<file path="config.mk">
export PLATFORM = sky130hd
export DESIGN_NAME = shift_unit_pipe
export DESIGN_NICKNAME = d
export VERILOG_FILES = /design/src/rtl/shift_unit_pipe.sv
export SDC_FILE = /design/constraint.sdc
export NUM_CORES = 1
export LEC_CHECK = 0
export CAP_MARGIN = 20
export CORE_MARGIN = 10
export CORE_UTILIZATION = 40
export DETAILED_ROUTE_END_ITERATION = 7
export MAX_ROUTING_LAYER = met4
export PLACE_DENSITY = 0.69
export SYNTH_ARGS = -nofsm -noshare
export SYNTH_HDL_FRONTEND = slang
export SYNTH_SLANG_ARGS = --single-unit
</file>
<file path="constraint.sdc">
create_clock -name i_clk -period 3.31 [get_ports i_clk]
set_clock_uncertainty 0.2 [all_clocks]
set_input_delay 0.662 -clock i_clk [delete_from_list [all_inputs] [get_ports i_clk]]
set_output_delay 0.662 -clock i_clk [all_outputs]
set_load 0.02 [all_outputs]
</file>
<file path="src/rtl/shift_unit_pipe.sv">
// Two-stage elastic barrel shifter (SLL/SRL/SRA/ROR) with tag sideband.
// Macro SHIFT_UNIT_ROTATE_EN enables ROR; otherwise op 11 retires as illegal with a zero result.
module shift_unit_pipe #(
  parameter int DATA_W = 32,
  parameter int TAG_W  = 5
) (
  input  logic                       i_clk,
  input  logic                       i_rst_n,
  input  logic                       i_flush,
  input  logic                       i_valid,
  output logic                       o_ready,
  input  logic [1:0]                 i_op,
  input  logic [DATA_W-1:0]          i_a,
  input  logic [$clog2(DATA_W)-1:0]  i_shamt,
  input  logic [TAG_W-1:0]           i_tag,
  output logic                       o_valid,
  input  logic                       i_ready,
  output logic [DATA_W-1:0]          o_result,
  output logic [TAG_W-1:0]           o_tag,
  output logic                       o_illegal
);
  localparam int SHAMT_W = $clog2(DATA_W);
  localparam int LO_W    = (SHAMT_W + 1) / 2;
  localparam int HI_W    = SHAMT_W - LO_W;

  function automatic logic [DATA_W-1:0] f_shift(input logic [DATA_W-1:0] d,
                                                input logic [1:0] op,
                                                input logic [SHAMT_W-1:0] amt);
    logic [DATA_W-1:0] r;
`ifdef SHIFT_UNIT_ROTATE_EN
    logic [2*DATA_W-1:0] w;
    w = {d, d} >> amt;
`endif
    r = '0;
    case (op)
      2'b00:   r = d << amt;
      2'b01:   r = d >> amt;
      2'b10:   r = $signed(d) >>> amt;
`ifdef SHIFT_UNIT_ROTATE_EN
      2'b11:   r = w[DATA_W-1:0];
`endif
      default: r = '0;
    endcase
    return r;
  endfunction

  logic              r_s1_valid;
  logic [DATA_W-1:0] r_s1_data;
  logic [1:0]        r_s1_op;
  logic [HI_W-1:0]   r_s1_shamt_hi;
  logic [TAG_W-1:0]  r_s1_tag;

  logic              r_s2_valid;
  logic [DATA_W-1:0] r_s2_data;
  logic [TAG_W-1:0]  r_s2_tag;
  logic              r_s2_illegal;

  logic              w_s2_free;
  logic [DATA_W-1:0] w_s1_next;
  logic [DATA_W-1:0] w_s2_next;
  logic              w_s1_illegal;

  // Stage 2 frees up when empty or retiring; stage 1 advances under the same condition.
  assign w_s2_free = !r_s2_valid || i_ready;
  assign o_ready   = i_flush || !r_s1_valid || w_s2_free;

  assign w_s1_next = f_shift(i_a, i_op, {{HI_W{1'b0}}, i_shamt[LO_W-1:0]});
  assign w_s2_next = f_shift(r_s1_data, r_s1_op, {r_s1_shamt_hi, {LO_W{1'b0}}});

`ifdef SHIFT_UNIT_ROTATE_EN
  assign w_s1_illegal = 1'b0;
`else
  assign w_s1_illegal = (r_s1_op == 2'b11);
`endif

  always_ff @(posedge i_clk) begin
    if (!i_rst_n) begin
      r_s1_valid    <= 1'b0;
      r_s1_data     <= '0;
      r_s1_op       <= '0;
      r_s1_shamt_hi <= '0;
      r_s1_tag      <= '0;
      r_s2_valid    <= 1'b0;
      r_s2_data     <= '0;
      r_s2_tag      <= '0;
      r_s2_illegal  <= 1'b0;
    end else if (i_flush) begin
      r_s1_valid <= 1'b0;
      r_s2_valid <= 1'b0;
    end else begin
      if (w_s2_free) begin
        r_s2_valid <= r_s1_valid;
        if (r_s1_valid) begin
          r_s2_data    <= w_s2_next;
          r_s2_tag     <= r_s1_tag;
          r_s2_illegal <= w_s1_illegal;
        end
      end
      if (o_ready) begin
        r_s1_valid <= i_valid;
        if (i_valid) begin
          r_s1_data     <= w_s1_next;
          r_s1_op       <= i_op;
          r_s1_shamt_hi <= i_shamt[SHAMT_W-1:LO_W];
          r_s1_tag      <= i_tag;
        end
      end
    end
  end

  assign o_valid   = r_s2_valid;
  assign o_result  = r_s2_data;
  assign o_tag     = r_s2_tag;
  assign o_illegal = r_s2_illegal;
endmodule

</file>
==> summary.md, run 1 <==
| Metric | Value |
|---|---|
| Post-CTS setup buffers | `0` |
| Final Cycle Share | `0.879` |
| Fmax | `roughly 340 MHz` |
| H-Tree Depth | `3` |
| CTS Buf Count | `9` |
| Post-layout min period | `2.91 ns` |
| Routability cong. | `0.969` |
| Antenna-violating nets left | `0` |
| Max_slew headroom | `0.317` |
| Syn Inst Count | `~810` |
| Final Slew Violations | `0` |
| Post_cts resized | `0` |
| Mapped cell area | `around 6600 um^2` |
| Synth Area in Adders | `0` |
| Die Span Y | `around 150 um` |
| Via Count | `between 6,000 and 7,000` |
| Initial antenna violation count | `0` |
| Post-synth EDFFs | `0` |
| Hold WC Path Type | `flop to flop` |
| Diodes inserted | `0` |
| Most common cell in the netlist | `mux2i_1` |
| Measured slew at the worst slew-check pin | `1.02 ns` |
| Syn avg cell area | `approximately 8.1 um^2` |
| Final Power | `2650 uW` |
| # DRC | `0` |
| GRT overflow | `0` |
| Hold Violations, Final | `0` |
| Fillers | `~1,600` |
| CP top delay family | `buffers and inverters` |
| Vias per inst | `approximately 6.1` |
| First-pass detailed-route iteration total | `6` |
| Pre-CTS WS | `approximately 0.37 ns` |
| Compound-Gate Fraction of Synth Area | `0.292` |
| Post-synth top area share | `0.245` |
| XOR/XNOR share of the synthesized area | `0.00132` |
| Non-filler cells in the finished layout | `around 1,100` |
| Status | `completed` |
| Commonest cells in the netlist | `94 x mux2i_1, 81 x dfxtp_1, 81 x nand2_1` |
| Leading area contributor after synthesis | `dfxtp_1` |
| Register area | `about 1600 um^2` |
| Initial Util | `0.412` |
| Total track usage | `0.195` |
| Clk buf depth | `2` |
| Clock sink count | `between 80 and 90` |
| CTS Hold Bufs | `0` |
| Most used DFF post-synth | `dfxtp_1` |
| Synth cell types | `68` |
| Syn_nets | `~860` |
| Clk_lat worst skew | `~0.35 ns` |
| Cell repeated most along the worst path | `clkdlybuf4s50_1` |
| Worst Path Arrival | `~2.1 ns` |
| Final Cell Area | `roughly 7900 um^2` |
| Final WS setup | `approximately 0.4 ns` |
| WS Path Type | `primary input to output port` |
| Clock tree root buffer cell | `clkbuf_16` |
| Ys async rst share | `0` |
| Crit path launch type | `primary input` |
| IO Count | `just under 90` |
| Port Buffers | `88` |
| Std cell rows | `46` |
| Die Wd | `between 100 and 150 um` |
| P_leak | `about 0.0027 uW` |
| DP Area | `7620 um^2` |
| Footprint of the multi-input gates | `4510 um^2` |
| P&R area growth vs syn | `19.6%` |
| Mux contribution to synthesized area | `0.236` |
| Starting DRT DRC Count | `between 600 and 700` |
| Share of cells above drive strength 1 | `0.118` |
| DIE AREA | `between 20,000 and 25,000 um^2` |
| Pwr Density | `about 340 nW/um^2` |
| Crit path largest cell delay | `about 0.55 ns` |
| Worst VDD drop | `243 uV` |
| Largest family of logic cells by synthesized area | `compound AO/OA/AOI/OAI gates` |
| Final WL | `21.6 mm` |
| Crit-path slowest cell | `clkdlybuf4s50_1` |
| YS warnings | `0` |
| Nets | `~920` |
| Synthesized flop and latch total | `slightly above 80` |
| Crit path buf inv count | `2` |
| Post-synthesis sequential area ratio | `0.245` |
| Final setup violation count | `0` |
| RSZ-0062 raised after global routing | `false` |
| Largest net degree at the start of global routing | `57` |
| # placed instances | `about 1,100` |
| Avg WL per Cell | `~20 um` |
| TritonCTS clock tree | `built` |
| Vias in the first global route | `6,067` |
| Simple-gate area share of the yosys netlist | `0.153` |
| Core ar. | `~16,000 um^2` |
| Setup TNS after final layout | `0 ns` |
| Worst Path Max Fanout | `4` |
| First-pass GRT wire length | `34.1 mm` |
| Largest cells by area after synthesis | `dfxtp_1 25%, mux2i_1 14%, o21ai_0 4.7%` |
| Req. time, crit path | `2.45 ns` |
| CP Capture Type | `output port` |
| CP Cell Sequence | `clkdlybuf4s50_1 -> nor2b_1 -> nand2_1 -> clkdlybuf4s50_1` |
| Max Cap Violations | `0` |
| Post-DP HPWL | `approximately 16 mm` |
| CTS clk-pin slew, worst paths | `0.06 ns` |
==> placed cells by master (no fill, tap or decap), drive strengths merged, types with 4 or more instances in the layout <==
cell / netlist / final
nand3: 6 / 6
o22ai: 35 / 35
a22o: 10 / 10
mux2i: 98 / 98
or2: 4 / 4
nor3: 12 / 12
inv: 14 / 17
nand2: 81 / 81
mux2: 25 / 25
nor2b: 27 / 27
a22oi: 6 / 6
a221o: 7 / 7
o211ai: 10 / 10
a211oi: 27 / 27
clkbuf: 37 / 10
and2: 5 / 5
a2bb2oi: 7 / 7
a21oi: 60 / 60
a211o: 6 / 6
a31oi: 6 / 6
nand2b: 17 / 17
clkdlybuf4s50: 0 / 86
o21a: 9 / 9
a21boi: 15 / 15
a32oi: 13 / 13
o21ai: 66 / 66
nor2: 46 / 46
dfxtp: 81 / 81
mux4: 12 / 12
buf: 40 / 36
==> registers in the layout, indices dropped and copies added, names as in the netlist <==
name and cells:
r_s1_data 32, r_s1_tag 5, o_illegal 1, r_s1_op 2, o_tag 5, r_s1_shamt_hi 2, r_s1_valid 1, o_valid 1
o_result 32
==> tightest hold or removal path: cells and delay by family, from the launching register on <==
kind | cells | cell delay, ns
simple gates | 1 | 0.05
compound gates | 1 | 0.05
flops | 1 | 0.31
==> cells by family after synthesis <==
logic type	Yosys count
multiplexers	135
buffers and inverters	91
XOR/XNOR	1
AO/OA/AOI/OAI	293
flip-flops	81
AND/OR/NAND/NOR	211
==> area by class of cell <==
type	count	area share
Multi-Input combinational cell	640	0.570
Sequential cell	81	0.205
Timing Repair Buffer	122	0.147
Tap cell	216	0.0342
Clock buffer	10	0.0302
Inverter	14	0.00664
Clock inverter	6	0.00633
==> final timing paths <==
kind | startpoint | end | slack (ns) | depth (start not counted)
min | o_result[17] | o_result[17] | 0.24 | 2
max reg2reg | r_s1_op[0] | o_result[3] | 0.99 | 5
max | i_flush | o_ready | 0.40 | 4
min reg2reg | o_result[17] | o_result[17] | 0.24 | 2
==> stage by stage <==
step | hold WS, ns | utilization
2_1_floorplan | 0.241 | -
3_3_place_gp | 0.238 | 0.475
3_5_place_dp | 0.237 | 0.475
4_1_cts | 0.246 | 0.493
5_1_grt | 0.275 | 0.493
6_report | 0.241 | 0.493
==> power by group <==
group / switching (uW) / leakage [uW] / internal, uW / total (uW)
Sequential: 49.8 / 0.000657 / 1000 / 1050
Combinational: 355 / 0.00195 / 281 / 635
Clock: 426 / 0.000141 / 539 / 964
==> routing by layer <==
metal / GRT usage / up-vias / part of all wire
li1: - / 3158 / -
met1: 0.256 / 3171 / 0.46
met2: 0.303 / 246 / 0.46
met3: 0.0385 / 30 / 0.066
met4: 0.0456 / 0 / 0.017
met5: - / - / 0
Note: power is estimated with default switching activity, not from simulation.
==> run 2, diff against run 1 <==
Settings changed: CORE_UTILIZATION 40 to 30, PLACE_DENSITY 0.69 to 0.57.
==> run 2 against run 1 <==
Routed wire length grew 8.5%. Die area grew 29%. Non-clock buffer count grew 9. Worst setup slack gained 0.11 ns. Sequential power is essentially flat. Combinational power grew 2%. Core utilization shrank 12 points. Sequential share of layout area shrank 0.38 points. Global-route usage shrank 3.2 points. Count of clock-buffer cells in the layout is the same. First-iteration DRC count grew 14%. Largest power group unchanged.
==> summary.md, run 2 (synthesis gave the netlist of run 1 again) <==
| Metric | Value |
|---|---|
| Status | `completed (unchanged)` |
| Nets | `926 (was 917)` |
| P&R area growth vs syn | `21.8% (was 19.6%)` |
| DIE AREA | `28,400 um^2 (was 22,100 um^2)` |
| Hold Violations, Final | `0 (unchanged)` |
| Worst Path Arrival | `1.93 ns (was 2.05 ns)` |
| Die Wd | `168 um (was 149 um)` |
| P_int | `1830 uW (was 1820 uW)` |
| Fmax | `358 MHz (was 344 MHz)` |
| IO Count | `89 (unchanged)` |
| Hold WC Path Type | `flop to flop (unchanged)` |
| Std cell rows | `54 (was 46)` |
| CTS clk-pin slew, worst paths | `0.06 ns (about the same)` |
| Vias in the first global route | `6,373 (was 6,067)` |
| Cell repeated most along the worst path | `clkdlybuf4s50_1 (unchanged)` |
| Non-filler cells in the finished layout | `1,162 (was 1,089)` |
| Hold WS | `0.246 ns (was 0.241 ns)` |
| P_leak | `0.00278 uW (was 0.00275 uW)` |
| Clk buf depth | `2 (unchanged)` |
| GRT overflow | `0 (unchanged)` |
| Final setup violation count | `0 (unchanged)` |
| Final Slew Violations | `0 (unchanged)` |
| Crit path launch type | `primary input (unchanged)` |
| Net Sw Frac | `0.323 (was 0.313)` |
| # DRC | `0 (unchanged)` |
| CTS Hold Bufs | `0 (unchanged)` |
| Measured slew at the worst slew-check pin | `1.01 ns (was 1.02 ns)` |
| Vias per inst | `5.71 (was 6.07)` |
| Clock power frac | `0.370 (was 0.364)` |
| Fillers | `2,266 (was 1,587)` |
| RSZ-0062 raised after global routing | `false (unchanged)` |
| Avg WL per Cell | `20.2 um (was 19.8 um)` |
| Routability cong. | `0.939 (was 0.969)` |
| Crit path largest cell delay | `0.61 ns (was 0.55 ns)` |
| Initial Util | `0.304 (was 0.412)` |
| Post-DP HPWL | `17.8 mm (was 16.5 mm)` |
| Req. time, crit path | `2.45 ns (about the same)` |
| Pre-CTS WS | `0.340 ns (was 0.367 ns)` |
| Post-CTS setup buffers | `0 (unchanged)` |
| Share of cells above drive strength 1 | `0.127 (was 0.118)` |
| Post_cts resized | `0 (unchanged)` |
| Post-layout min period | `2.80 ns (was 2.91 ns)` |
| First-pass detailed-route iteration total | `5 (was 6)` |
| Die Span Y | `168 um (was 149 um)` |
| CP Capture Type | `output port (unchanged)` |
| Pwr Density | `335 nW/um^2 (about the same)` |
| Crit-path slowest cell | `clkdlybuf4s50_1 (unchanged)` |
| Starting DRT DRC Count | `753 (was 659)` |
| Port Buffers | `88 (unchanged)` |
| Antenna-violating nets left | `0 (unchanged)` |
| P_sw | `873 uW (was 830 uW)` |
| Gate power share | `0.240 (about the same)` |
| Crit path buf inv count | `2 (unchanged)` |
| Largest net degree at the start of global routing | `37 (was 57)` |
| Diodes inserted | `0 (unchanged)` |
| CP Cell Sequence | `clkdlybuf4s50_1 -> nor2b_1 -> nand2_1 -> clkdlybuf4s50_1 (unchanged)` |
| Core ar. | `21,800 um^2 (was 16,100 um^2)` |
| Max_slew headroom | `0.322 (was 0.317)` |
| # placed instances | `1,146 (was 1,073)` |
| WS Path Type | `primary input to output port (unchanged)` |
| Total track usage | `0.163 (was 0.195)` |
| Max Cap Violations | `0 (unchanged)` |
| Initial antenna violation count | `0 (unchanged)` |
| Final Cycle Share | `0.845 (was 0.879)` |
| CP top delay family | `buffers and inverters (unchanged)` |
| Setup TNS after final layout | `0 ns (unchanged)` |
| H-Tree Depth | `3 (unchanged)` |
| Most common cell after layout, fill and taps aside | `mux2i_1 (unchanged)` |
| Clock sink count | `81 (unchanged)` |
| Worst VDD drop | `167 uV (was 243 uV)` |
| Via Count | `6,635 (was 6,605)` |
| Most frequent cells in the layout | `94 x mux2i_1, 86 x clkdlybuf4s50_1, 81 x nand2_1 (unchanged)` |
| Clk_lat worst skew | `0.35 ns (about the same)` |
| Share of power burned in registers | `0.391 (was 0.397)` |
| TritonCTS clock tree | `built (unchanged)` |
| Finished Core Util | `0.370 (was 0.493)` |
| Clock tree root buffer cell | `clkbuf_16 (unchanged)` |
| First-pass GRT wire length | `36.5 mm (was 34.1 mm)` |
| Final WL | `23.4 mm (was 21.6 mm)` |
| Worst Path Max Fanout | `3 (was 4)` |
| Final WS setup | `0.513 ns (was 0.401 ns)` |
| CTS Buf Count | `9 (unchanged)` |
## run 2: changes by cell type in the layout (fill, tap and decap cells not counted), sizes merged
cell      previous run  this run
buf                 36        45
clkinv               2         1
clkinvlp             1         2
## run 2: metrics by stage
stage	power (uW)	cell area, um^2
after global routing	2810	8060
after global placement	1710	7770
after floorplan	1480	6620
after detailed placement	1710	7770
after CTS	2710	8060
final	2700	8060
## run 2: power groups by stage
stage	Sequential (uW)	Clock, uW	Combinational, uW
2_1_floorplan	1050	0	433
4_1_cts	1050	1020	639
3_3_place_gp	1070	0	638
6_report	1050	998	647
5_1_grt	1060	1050	698
3_5_place_dp	1080	0	637
## run 2: layer usage
metal  up-vias  track usage  share of wire
li1       3178            -              -
met1      3138        0.216           0.46
met2       290        0.249           0.46
met3        29       0.0287          0.068
met4         0       0.0454          0.019
met5         -            -              0
## run 2: final timing paths
| path | start | endpoint | slack, ns | cells past startpoint |
|---|---|---|---|---|
| min | o_result[17] | o_result[17] | 0.25 | 2 |
| max | i_flush | o_ready | 0.51 | 4 |
| max reg2reg | r_s1_shamt_hi[0] | o_result[15] | 0.95 | 4 |
| min reg2reg | o_result[17] | o_result[17] | 0.25 | 2 |
## run 2: layout make-up
type	instances	area (um^2)	share of cell area
Clock buffer	10	239	0.0297
Clock inverter	6	48.8	0.00605
Inverter	14	52.6	0.00652
Multi-Input combinational cell	640	4510	0.560
Sequential cell	81	1620	0.201
Tap cell	280	350	0.0435
Timing Repair Buffer	131	1240	0.153
## run 2: tightest hold or removal path, cell delays in order (launching register included)
cell and delay [ns]:
dfxtp_1 0.31, nand2_1 0.05, o21ai_1 0.05
